## config.mk

```make
export PLATFORM = sky130hd
export DESIGN_NAME = j_math_inv
export DESIGN_NICKNAME = d
export VERILOG_FILES = /design/src/rtl/j_math_pkg.sv /design/src/rtl/jm_serial_mul.sv /design/src/rtl/j_math_inv.sv
export SDC_FILE = /design/constraint.sdc
export NUM_CORES = 1
export LEC_CHECK = 0
export CAP_MARGIN = 20
export CORE_MARGIN = 2
export CORE_UTILIZATION = 59
export CTS_CLUSTER_DIAMETER = 80
export DETAILED_ROUTE_END_ITERATION = 8
export HOLD_SLACK_MARGIN = 0.1
export MAX_ROUTING_LAYER = met4
export PLACE_DENSITY = 0.89
export RECOVER_POWER = 50
export SYNTH_ARGS = -nofsm -noshare
export SYNTH_HDL_FRONTEND = slang
export SYNTH_HIERARCHICAL = 1
export SYNTH_SLANG_ARGS = --single-unit
```

## constraint.sdc

```tcl
create_clock -name s00_axis_aclk -period 6.2 [get_ports s00_axis_aclk]
set_clock_uncertainty 0.15 [all_clocks]
set_input_delay 0.62 -clock s00_axis_aclk [delete_from_list [all_inputs] [get_ports s00_axis_aclk]]
set_output_delay 0.62 -clock s00_axis_aclk [all_outputs]
set_load 0.1 [all_outputs]
```

## src/rtl/j_math_pkg.sv

```systemverilog
// Shared constants and types for the j_math transform family.
// The forward transform is y = JM_SCALE * x + JM_OFFSET (mod 2^32).
package j_math_pkg;

    localparam int unsigned JM_OFFSET    = 10000;
    localparam int unsigned JM_SCALE     = 3;
    localparam logic [31:0] JM_SCALE_INV = 32'hAAAA_AAAB;
    localparam logic [31:0] JM_MAX_X     = 32'd1431652431;

    typedef enum logic [1:0] {
        IDLE,
        CALC,
        SEND
    } jm_inv_state_t;

    // Largest x whose forward transform does not wrap, for a given offset.
    function automatic logic [31:0] jm_max_x(input logic [31:0] offset);
        return 32'((33'h0_FFFF_FFFF - {1'b0, offset}) / 33'(JM_SCALE));
    endfunction

endpackage

```

## src/rtl/jm_serial_mul.sv

```systemverilog
// Serial shift-add multiplier: result = operand * MUL_CONST (mod 2^W), W cycles per product.
// The start pulse loads the operand; done marks the final cycle, and result is valid in that cycle.
module jm_serial_mul #(
    parameter int          W         = 32,
    parameter logic [W-1:0] MUL_CONST = 32'hAAAA_AAAB
) (
    input  logic         clk,
    input  logic         rst_n,
    input  logic         start,
    input  logic [W-1:0] operand,
    output logic         done,
    output logic [W-1:0] result
);

    localparam int CNT_W = $clog2(W);

    logic [W-1:0]     mcand;
    logic [W-1:0]     acc;
    logic [W-1:0]     addend;
    logic [W-1:0]     acc_next;
    logic [CNT_W-1:0] cnt;
    logic             busy;

    always_comb begin
        addend   = MUL_CONST[cnt] ? (mcand << cnt) : '0;
        acc_next = acc + addend;
        done     = busy && (cnt == CNT_W'(W - 1));
        result   = acc_next;
    end

    // NOTE: sequential state uses non-blocking assignments so every register
    // samples the pre-edge values of its neighbours.
    always_ff @(posedge clk or negedge rst_n) begin
        if (!rst_n) begin
            mcand <= '0;
            acc   <= '0;
            cnt   <= '0;
            busy  <= 1'b0;
        end else if (start) begin
            mcand <= operand;
            acc   <= '0;
            cnt   <= '0;
            busy  <= 1'b1;
        end else if (busy) begin
            acc <= acc_next;
            cnt <= cnt + CNT_W'(1);
            if (done) begin
                busy <= 1'b0;
            end
        end
    end

endmodule

```

## src/rtl/j_math_inv.sv

```systemverilog
// AXI-Stream decoder for j_math: x = (y - OFFSET) * SCALE_INV (mod 2^32), one sample in flight.
// Define J_MATH_INV_RANGE_CHECK_EN to add m00_axis_tuser, set when the forward transform of x wraps.
module j_math_inv
    import j_math_pkg::*;
#(
    parameter int          C_S00_AXIS_TDATA_WIDTH = 32,
    parameter int          C_M00_AXIS_TDATA_WIDTH = 32,
    parameter int unsigned OFFSET                 = JM_OFFSET,
    parameter logic [31:0] SCALE_INV              = JM_SCALE_INV
) (
    input  logic                                  s00_axis_aclk,
    input  logic                                  s00_axis_aresetn,
    input  logic                                  s00_axis_tvalid,
    input  logic                                  s00_axis_tlast,
    input  logic [C_S00_AXIS_TDATA_WIDTH-1:0]     s00_axis_tdata,
    input  logic [C_S00_AXIS_TDATA_WIDTH/8-1:0]   s00_axis_tstrb,
    output logic                                  s00_axis_tready,
    input  logic                                  m00_axis_tready,
    output logic                                  m00_axis_tvalid,
    output logic                                  m00_axis_tlast,
    output logic [C_M00_AXIS_TDATA_WIDTH-1:0]     m00_axis_tdata,
    output logic [C_M00_AXIS_TDATA_WIDTH/8-1:0]   m00_axis_tstrb
`ifdef J_MATH_INV_RANGE_CHECK_EN
    ,
    output logic                                  m00_axis_tuser
`endif
);

`ifdef J_MATH_INV_RANGE_CHECK_EN
    localparam logic [31:0] MAX_X = jm_max_x(32'(OFFSET));
`endif

    jm_inv_state_t state;
    jm_inv_state_t state_next;

    logic        accept;
    logic [31:0] diff;
    logic        mul_done;
    logic [31:0] mul_result;
    logic        last_q;
    logic [3:0]  strb_q;

    assign accept = (state == IDLE) && s00_axis_tvalid;
    assign diff   = s00_axis_tdata - 32'(OFFSET);

    jm_serial_mul #(
        .W         (32),
        .MUL_CONST (SCALE_INV)
    ) u_mul (
        .clk     (s00_axis_aclk),
        .rst_n   (s00_axis_aresetn),
        .start   (accept),
        .operand (diff),
        .done    (mul_done),
        .result  (mul_result)
    );

    always_ff @(posedge s00_axis_aclk or negedge s00_axis_aresetn) begin
        if (!s00_axis_aresetn) begin
            state <= IDLE;
        end else begin
            state <= state_next;
        end
    end

    // Handshake outputs decode the state alone, so m00_axis_tready never reaches s00_axis_tready.
    // NOTE: every always_comb output gets a default first so no path can infer a latch.
    always_comb begin
        state_next      = state;
        s00_axis_tready = 1'b0;
        m00_axis_tvalid = 1'b0;
        case (state)
            IDLE: begin
                s00_axis_tready = 1'b1;
                if (s00_axis_tvalid) begin
                    state_next = CALC;
                end
            end
            CALC: begin
                if (mul_done) begin
                    state_next = SEND;
                end
            end
            SEND: begin
                m00_axis_tvalid = 1'b1;
                if (m00_axis_tready) begin
                    state_next = IDLE;
                end
            end
            default: state_next = IDLE;
        endcase
    end

    always_ff @(posedge s00_axis_aclk or negedge s00_axis_aresetn) begin
        if (!s00_axis_aresetn) begin
            last_q <= 1'b0;
            strb_q <= '0;
        end else if (accept) begin
            last_q <= s00_axis_tlast;
            strb_q <= s00_axis_tstrb;
        end
    end

    // The output beat is formed only on the CALC->SEND edge, so it stays frozen through any stall.
    always_ff @(posedge s00_axis_aclk or negedge s00_axis_aresetn) begin
        if (!s00_axis_aresetn) begin
            m00_axis_tdata <= '0;
            m00_axis_tlast <= 1'b0;
            m00_axis_tstrb <= '0;
        end else if ((state == CALC) && mul_done) begin
            m00_axis_tdata <= mul_result;
            m00_axis_tlast <= last_q;
            m00_axis_tstrb <= strb_q;
        end
    end

`ifdef J_MATH_INV_RANGE_CHECK_EN
    always_ff @(posedge s00_axis_aclk or negedge s00_axis_aresetn) begin
        if (!s00_axis_aresetn) begin
            m00_axis_tuser <= 1'b0;
        end else if ((state == CALC) && mul_done) begin
            m00_axis_tuser <= (mul_result > MAX_X);
        end
    end
`endif

endmodule

```

Yosys cells after proc, flatten, opt, wreduce, memory -nomap -nowiden
Memories as Yosys holds them, arrays and structs flattened.
Cells that the tools add are included.
- register bits: 114
- bits in read-only memories: 32
- bits of input ports: 41
- output and inout port bits: 39
- word-level logic and storage cells: 43
- memories kept: 1
- add/sub/neg operators: 3
- order comparisons: 1
- equality and inequality tests: 6
- shift-type cells: 1
- muxes and demuxes: 15
- reduce and logical (&&, ||, !) cells: 6
- memory list (name ; words ; width ; rd ports ; clocked after Yosys merged registers in ; write ports ; RTL line ; RTL):
    (no name shown) ; 32 ; 1 ; 1 ; 0 ; 0 ; jm_serial_mul.sv:25 ; addend = MUL_CONST[cnt] ? (mcand << cnt) : '0;
- operators by type and width (kind ; count):
    32-bit 2-to-1 mux ; 3
    32-bit adder ; 1
    32-bit by 5-bit << shifter with 32-bit output ; 1
    32-bit by 14-bit subtractor with 32-bit output (second input constant) ; 1
    5-bit 2-to-1 mux ; 2
    5-bit by 6-bit < comparator with 1-bit output (second input constant) ; 1
    1-bit 2-to-1 mux ; 6
    2-bit 2-to-1 mux ; 3
    2-bit inequality test (second input constant) ; 3
    2-bit one-hot mux with 3 select lines ; 1
    5-bit by 1-bit adder with 5-bit output (second input constant) ; 1
    5-bit == test (second input constant) ; 1
    1-bit logical AND ; 3
    3-bit AND reduction ; 1
    2-bit by 1-bit == test with 1-bit output (second input constant) ; 1
    2-bit == test (second input constant) ; 1
    2-bit logical NOT ; 1
    2-bit nonzero test ; 1

Logic depth before layout (Yosys ltp)
Gate-level depths: netlist of run 1.
- depth in word-level cells: 6
- gate-level depth with buffers: 22
- depth with buffers taken out: 20

Cells and area by module
The synthesis of run 1 kept the hierarchy.
- modules (own cells, without submodules) (module ; times used ; cells an instance ; area each (um2) ; sequential area each (um2)):
    jm_serial_mul ; 1 ; 675 ; 5983.2 ; 1751.7
    j_math_inv ; 1 ; 178 ; 2254.7 ; 1101.1

Worst setup path before layout of run 1
Ideal clock, no wire load.
- path type: reg2reg
- start point: register u_mul.cnt[0]
- end point: register m00_axis_tdata[24]
- library setup time: 0.126 ns
- arrival: 4.413 ns
- data required time: 5.924 ns
- slack: 1.511 ns
- stages on the path, launching flop included: 22
- buffers on the path: 4
- period minus slack after synthesis: 4.689 ns
- path through: dfrtp_1 > buf_2 > inv_1 > clkbuf_1 > clkbuf_1 > ha_1 > nand2_1 > o21ai_1 > or3_1 > clkbuf_1 > nor2_1 > fa_1 > a21oi_1 > o22ai_1 > o2bb2ai_1 > a21o_1 > o21ai_1 > a21oi_1 > nor2b_1 > a211oi_1 > xnor2_1 > mux2_2
- word-level cells in the longest chain between the ends: 4
- elaborated cells on any way between the ends: 8
- those cells by class: add/sub (1); eq/ne (1); shift (1); mux (2); reduce/logical (2); memory (1)
- RTL lines (item ; RTL line ; RTL):
    start, declared ; jm_serial_mul.sv:21 ; logic [CNT_W-1:0] cnt;
    start signal, assigned ; jm_serial_mul.sv:46 ; cnt <= cnt + CNT_W'(1);
    memory read 32 x 1 bit ; - ;
    1-bit 2-to-1 mux (not written as such) ; jm_serial_mul.sv:25 ;
    32-bit 2-to-1 mux * ; jm_serial_mul.sv:25 ;
    32-bit adder * ; jm_serial_mul.sv:26 ; acc_next = acc + addend;
    named net mul_result[24] ; j_math_inv.sv:39 ; logic [31:0] mul_result;
    end signal, assigned ; j_math_inv.sv:111 ; m00_axis_tdata <= mul_result;
    end, declared ; j_math_inv.sv:21 ; output logic [C_M00_AXIS_TDATA_WIDTH-1:0] m00_axis_tdata,
Mark *: on every way through the listed nets, which the timed path passes. The rest lies on a longest branch. The select of a mux whose other input is x is not followed.
A chain may end at the register's enable or synchronous reset.

Worst setup path after layout of run 1
- start point: register u_mul.cnt[4]
- end point: register m00_axis_tdata[25]
Same word-level chain as after synthesis.

==> summary.txt, run 1 <==
Die
  • Rows: 43
  • Die Y: roughly 120 microns
  • Die ar.: 14,900 sq um
  • # IOs: 80
  • Starting Density: 0.598
  • CORE AREA: between 10,000 and 15,000 sq um
  • Die W: between 100 and 150 microns

CTS
  • H-tree depth: 4
  • TritonCTS Sinks: 114
  • Num CTS Buffers: 17
  • CTS tree: yes
  • Postcts setup bufs: 0
  • Clock transition at path regs: approximately 0.060 ns
  • Hold Buf Count CTS: 1
  • Clk Latency, worst-skew pair: between 0.4 and 0.5 ns
  • Root buffer cell: clkbuf_16
  • Post-CTS Resized: 0
  • Maximum clock path buffer count: 2

Yosys
  • Area leader, netlist: dfrtp_1
  • Count of cell types in the netlist: 73
  • Top-count cell post-synth: dfrtp_1
  • Synth Area per Inst: just under 10 sq um
  • Synth area leaders: dfrtp_1 35%, mux2_2 11%, mux2i_1 7.4%
  • Net Count, Synth: 930
  • Seq/Total Area, Yosys: 0.346
  • Seq cells post-synth: about 110
  • Mapped Area: 8240 sq um
  • Main synth FF type: dfrtp_1
  • Mapped Cells: around 850
  • Post-synth EDFFs: 0
  • Synth async-reset ratio: 1.00
  • YS warnings: 6
  • Post-synth top cells: 114 x dfrtp_1, 113 x nor2_1, 80 x mux2_2, 61 x mux2i_1, 60 x nand2_1
  • Area share of the largest cell type after synthesis: 0.346

Setup path
  • CP Capture Type: flop
  • Worst Path Max Fanout: 24
  • Reg2reg end: m00_axis_tdata[25]
  • Startpoint Class: flop
  • Flop-to-flop setup slack: approximately 1.1 ns
  • CP Class: flop to flop
  • R2r startpoint: u_mul/cnt[4]
  • R2R depth: 16
  • Worst Path Required: 6.35 ns
  • Crit path DAT: between 5 and 6 ns

Job
  • Max Cap Viol: 4

Place
  • GP Congestion: just under 1
  • Inst Count DP: around 1,100
  • Port Buffer Count: between 70 and 80
  • Dpl hpwl: 14.0 mm

Timing
  • Max_slew headroom: -0.805
  • Setup violators final: 0
  • Max frequency: between 150 and 200 MHz
  • Final Critical Period: approximately 5.1 ns
  • Sum Neg Setup Slack: 0 ns
  • Fin. Hold Viols: 0
  • RSZ-0062 raised after global routing: false
  • Crit share post-route: 0.822
  • Slew @ Worst Pin: ~2.7 ns
  • Final hold slack: 0.351 ns
  • Max-slew violation count: approximately 200

Global route
  • Remaining global-route overflow: 0
  • GRT Overall Usage: 0.286
  • First-pass GRT wire length: ~33 mm
  • Vias in the first global route: around 6,600
  • Largest net degree at the start of global routing: 65
  • Initial antenna violation count: 0

Route
  • Drt pass-1 iters: 5
  • Detail Route Antenna Nets: 0
  • Drt initial violations: a little over 500
  • Routed WL: approximately 20 mm
  • Via count: around 6,700
  • Residual DRC: 0
  • WL per Instance: approximately 18 microns
  • DR vias/cell: approximately 6.1

Layout
  • Share of cells above drive strength 1: 0.159
  • Cell Count, Final, Fillers Out: approximately 1,100
  • Layout overhead on the synthesized area: 17.8%
  • Finished Core Util: 0.705
  • Seq. cell area: ~2900 sq um
  • Area of the multi-input gates: between 5000 and 6000 sq um
  • Antenna cells: 0
  • Final nets: 992
  • Layout fillers: between 1,000 and 1,500

Worst hold path
  • Worst hold path class: flop to flop
  • Hold Path End: m00_axis_tdata[29]
  • Worst hold start: m00_axis_tdata[29]
  • Hold Path Depth: 1

Outcome
  • Failing checks: capacitance limit, slew limit
  • Run status: complete, but fails checks
-- logic make-up (layout without fill, tap and decap cells) --
logic type      after synthesis  count (layout)  share of synthesized area
flops                       114             114                      0.346
compound gates              154             154                      0.121
xor+xnor                     56              56                     0.0595
mux                         159             159                      0.222
fa+ha+maj                    36              36                     0.0556
buf+inv                      65             140                     0.0334
simple gates                269             269                      0.162
-- area by class of cell --
cell class / instances / area share
sequential: 114 / 0.294
clock buffer: 18 / 0.0442
timing repair buffer: 90 / 0.0890
tap: 180 / 0.0232
inverter: 18 / 0.00696
clock inverter: 14 / 0.0160
multi-input combinational: 674 / 0.527
-- worst max-delay path by stage --
stage | start | to | slack (ns) | depth (start not counted)
floorplan | u_mul/cnt[0] | m00_axis_tdata[24] | 1.51 | 21
global placement | u_mul/cnt[4] | m00_axis_tdata[25] | 1.49 | 16
detailed placement | u_mul/cnt[1] | u_mul/acc[31] | 1.38 | 18
CTS | u_mul/cnt[4] | m00_axis_tdata[25] | 1.30 | 16
global route | s00_axis_aresetn | u_mul/busy | 0.85 | 3
finish | u_mul/cnt[4] | m00_axis_tdata[25] | 1.10 | 16
-- routing by layer --
layer,vias up,GRT usage,share of wire
met5,-,-,0
li1,3197,-,-
met2,263,0.447,0.47
met4,0,0.123,0.033
met1,3187,0.369,0.45
met3,65,0.0482,0.049
-- per-stage QoR --
step / cell area, sq um / setup WS (ns)
finish: 9700 / 1.10
global placement: 9120 / 1.49
floorplan: 8240 / 1.51
CTS: 9720 / 1.30
global route: 9700 / 0.854
detailed placement: 9120 / 1.38
-- worst max-delay path, stage by stage, from the launching register on --
cell      delay (ns)
dfrtp_1         0.86
nor3_1          0.17
nand2_1         0.11
o21ai_1         0.06
buf_4           0.21
or3_1           0.42
nor2_1          0.19
ha_1            0.34
a211oi_1        0.27
nor2_1          0.09
o41ai_1         0.59
o211ai_1        0.23
nor2_1          0.24
o21ai_1         0.16
a311oi_1        0.43
xnor2_1         0.17
mux2_2          0.29
-- sequential cells by signal, indices dropped and copies added, names as in the netlist --
register        cells
last_q              1
m00_axis_tdata     32
strb_q              4
u_mul/busy          1
u_mul/mcand        32
m00_axis_tstrb      4
state               2
u_mul/cnt           5
m00_axis_tlast      1
u_mul/acc          32
-- layout by cell type (no fill, tap or decap), types with 8 or more instances in the layout --
| master | count |
|---|---|
| dfrtp_1 | 113 |
| a21oi_1 | 47 |
| o21ai_1 | 13 |
| xor2_1 | 28 |
| nor2b_1 | 12 |
| nand2b_1 | 8 |
| buf_4 | 8 |
| ha_1 | 35 |
| clkbuf_16 | 17 |
| nor3_1 | 13 |
| xnor2_1 | 28 |
| o21ai_0 | 21 |
| a211oi_1 | 9 |
| a21o_1 | 13 |
| mux4_2 | 10 |
| o22a_1 | 8 |
| nand3_1 | 11 |
| clkdlybuf4s50_1 | 77 |
| inv_1 | 17 |
| mux2_2 | 80 |
| mux2i_1 | 61 |
| nor2_1 | 113 |
| nand2_1 | 60 |
Power of run 1 is left out: the tool's default activity adds up to more than one toggle a clock period on the data nets, which glitch-free logic cannot reach.
==> run 2, diff against run 1 <==
--- a/config.mk
+++ b/config.mk
@@ -7,12 +7,12 @@
 export LEC_CHECK = 0
 export CAP_MARGIN = 20
 export CORE_MARGIN = 2
-export CORE_UTILIZATION = 59
+export CORE_UTILIZATION = 53
 export CTS_CLUSTER_DIAMETER = 80
 export DETAILED_ROUTE_END_ITERATION = 8
 export HOLD_SLACK_MARGIN = 0.1
 export MAX_ROUTING_LAYER = met4
-export PLACE_DENSITY = 0.89
+export PLACE_DENSITY = 0.85
 export RECOVER_POWER = 50
 export SYNTH_ARGS = -nofsm -noshare
 export SYNTH_HDL_FRONTEND = slang
==> constraint.sdc (replaced) <==
create_clock -name s00_axis_aclk -period 4.2 [get_ports s00_axis_aclk]
set_clock_uncertainty 0.15 [all_clocks]
set_input_delay 0.42 -clock s00_axis_aclk [delete_from_list [all_inputs] [get_ports s00_axis_aclk]]
set_output_delay 0.42 -clock s00_axis_aclk [all_outputs]
set_load 0.1 [all_outputs]
==> summary.txt, run 2 (synthesized netlist as in run 1, its figures left out) <==
Timing
  • Max_slew headroom: -0.776 (was -0.805)
  • Max frequency: 233 MHz (was 196 MHz)
  • Final hold slack: 0.348 ns (was 0.351 ns)
  • Crit share post-route: 1.02 (was 0.822)
  • Max-slew violation count: 50 (was 197)
  • Setup violators final: 6 (was 0)
  • Final WS setup: -0.0990 ns (was 1.10 ns)
  • RSZ-0062 raised after global routing: true (was false)
  • Slew @ Worst Pin: 2.66 ns (was 2.71 ns)
  • Final Critical Period: 4.30 ns (was 5.10 ns)
  • Fin. Hold Viols: 0 (unchanged)
  • Sum Neg Setup Slack: -0.339 ns (was 0 ns)

Global route
  • Vias in the first global route: 6,683 (was 6,581)
  • GRT Overall Usage: 0.260 (was 0.286)
  • First-pass GRT wire length: 33.0 mm (was 32.6 mm)
  • Initial antenna violation count: 0 (unchanged)
  • Remaining global-route overflow: 0 (unchanged)
  • Largest net degree at the start of global routing: 66 (was 65)

Place
  • Port Buffer Count: 79 (unchanged)
  • GP Congestion: 0.944 (was 0.992)
  • Dpl hpwl: 14.4 mm (was 14.0 mm)

Job
  • Max Cap Viol: 1 (was 4)

Setup path
  • R2r startpoint: u_mul/cnt[1] (was u_mul/cnt[4])
  • Flop-to-flop setup slack: -0.1 ns (was 1.10 ns)
  • CP Class: flop to flop (unchanged)
  • Startpoint Class: flop (unchanged)
  • CP Capture Type: flop (unchanged)
  • Reg2reg end: m00_axis_tdata[28] (was m00_axis_tdata[25])
  • Worst Path Max Fanout: 15 (was 24)
  • CP startpoint: u_mul/cnt[1] (was u_mul/cnt[4])
  • R2R depth: 16 (unchanged)
  • End point of the critical path: m00_axis_tdata[28] (was m00_axis_tdata[25])
  • Worst Path Required: 4.35 ns (was 6.35 ns)
  • Crit path DAT: 4.45 ns (was 5.25 ns)

CTS
  • Clock transition at path regs: 0.06 ns (about the same)
  • Clk Latency, worst-skew pair: 0.42 ns (about the same)
  • Root buffer cell: clkbuf_16 (unchanged)
  • TritonCTS Sinks: 114 (unchanged)
  • CTS tree: yes (unchanged)
  • Maximum clock path buffer count: 2 (unchanged)
  • H-tree depth: 4 (unchanged)
  • Num CTS Buffers: 17 (unchanged)

Outcome
  • Failing checks: capacitance limit, slew limit, setup timing (was capacitance limit, slew limit)
  • Run status: complete, but fails checks (unchanged)

Layout
  • Finished Core Util: 0.689 (was 0.705)
  • Biggest regs: m00_axis_tdata x32, u_mul/acc x32, u_mul/mcand x32 (unchanged)
  • Share of cells above drive strength 1: 0.257 (was 0.159)
  • Antenna cells: 0 (unchanged)
  • Layout overhead on the synthesized area: 27.2% (was 17.8%)
  • Most common cell after layout, fill and taps aside: dfrtp_1
  • Commonest cells after routing, fill and taps aside: 112 x dfrtp_1, 107 x nor2_1, 79 x mux2_2, 78 x clkdlybuf4s50_1, 60 x nand2_1 (was 113 x nor2_1, 113 x dfrtp_1, 80 x mux2_2, 77 x clkdlybuf4s50_1, 61 x mux2i_1)
  • Final nets: 1,039 (was 992)

Route
  • WL per Instance: 17.6 microns (about the same)
  • Routed WL: 20.5 mm (was 19.5 mm)
  • Residual DRC: 0 (unchanged)
  • Drt pass-1 iters: 5 (unchanged)
  • DR vias/cell: 5.94 (was 6.06)
  • Via count: 6,906 (was 6,712)
  • Drt initial violations: 549 (was 516)
  • Detail Route Antenna Nets: 0 (unchanged)

Worst hold path
  • Worst hold path class: flop to flop (unchanged)

Die
  • Rows: 45 (was 43)
  • # IOs: 80 (unchanged)
  • CORE AREA: 15,200 sq um (was 13,800 sq um)
  • Die W: 129 microns (was 122 microns)
  • Die ar.: 16,600 sq um (was 14,900 sq um)
  • Starting Density: 0.542 (was 0.598)
  • Die Y: 129 microns (was 122 microns)
-- run 2: changes by cell type in the layout (fill, tap and decap cells not counted), moves of 7 or more --
cell,delta
a21oi_2,+8
a21oi_1,-9
buf_4,+41
mux2i_1,-8
o21ai_0,-7
-- run 2: what timing repair did --
action / in CTS / in global routing
endpoints found under the hold margin: 49 / 0
cloned: 1 / 1
endpoints found under the setup margin: 5 / 25
pin swaps: 1 / 23
resized for setup: 3 / 65
hold buffers: 1 / 0
buffers inserted: 1 / 8
-- run 2: area by class of cell --
class	instances	area [sq um]
multi-input combinational	674	5400
fill	1111	4720
sequential	114	2860
timing repair buffer	137	1340
clock buffer	20	457
tap	188	235
clock inverter	12	131
inverter	18	67.6
-- run 2: stage by stage --
stage	instances	instance area, sq um	setup slack [ns]
2_1_floorplan	853	8290	0.00583
3_3_place_gp	1119	9500	0.0260
3_5_place_dp	1119	9500	-0.0482
4_1_cts	1154	10100	-0.0203
5_1_grt	1163	10500	-0.224
6_report	1163	10500	-0.0990
-- run 2: routing by layer --
layer  wire, microns  up-vias  track usage
met3             867       36       0.0528
li1                -     3279            -
met5               0        -            -
met2           10100      222        0.414
met1            9110     3369        0.333
met4             429        0       0.0895
-- run 2: critical path, cell delays in order, from the launching register on --
cell and delay [ns]:
dfrtp_2 0.47, buf_12 0.15, buf_16 0.14, mux2i_2 0.17, mux4_2 0.47, mux2_2 0.29
o22a_1 0.24, nor2_2 0.13, ha_1 0.26, a21o_1 0.17, a21o_1 0.17, a21o_1 0.19
or3_4 0.39, a21oi_4 0.22, o31ai_2 0.09, xor2_1 0.18, mux2_2 0.28
-- run 2: worst min-delay path by stage --
stage	from	end	slack, ns	cells past startpoint
floorplan	s00_axis_aresetn	last_q	-0.03	0
global placement	s00_axis_aresetn	u_mul/acc[7]	0.33	1
detailed placement	state[1]	state[0]	0.32	1
CTS	state[1]	state[0]	0.34	1
global route	strb_q[2]	m00_axis_tstrb[2]	0.36	1
finish	state[1]	state[0]	0.35	1
Power of run 2 is left out for the same reason.
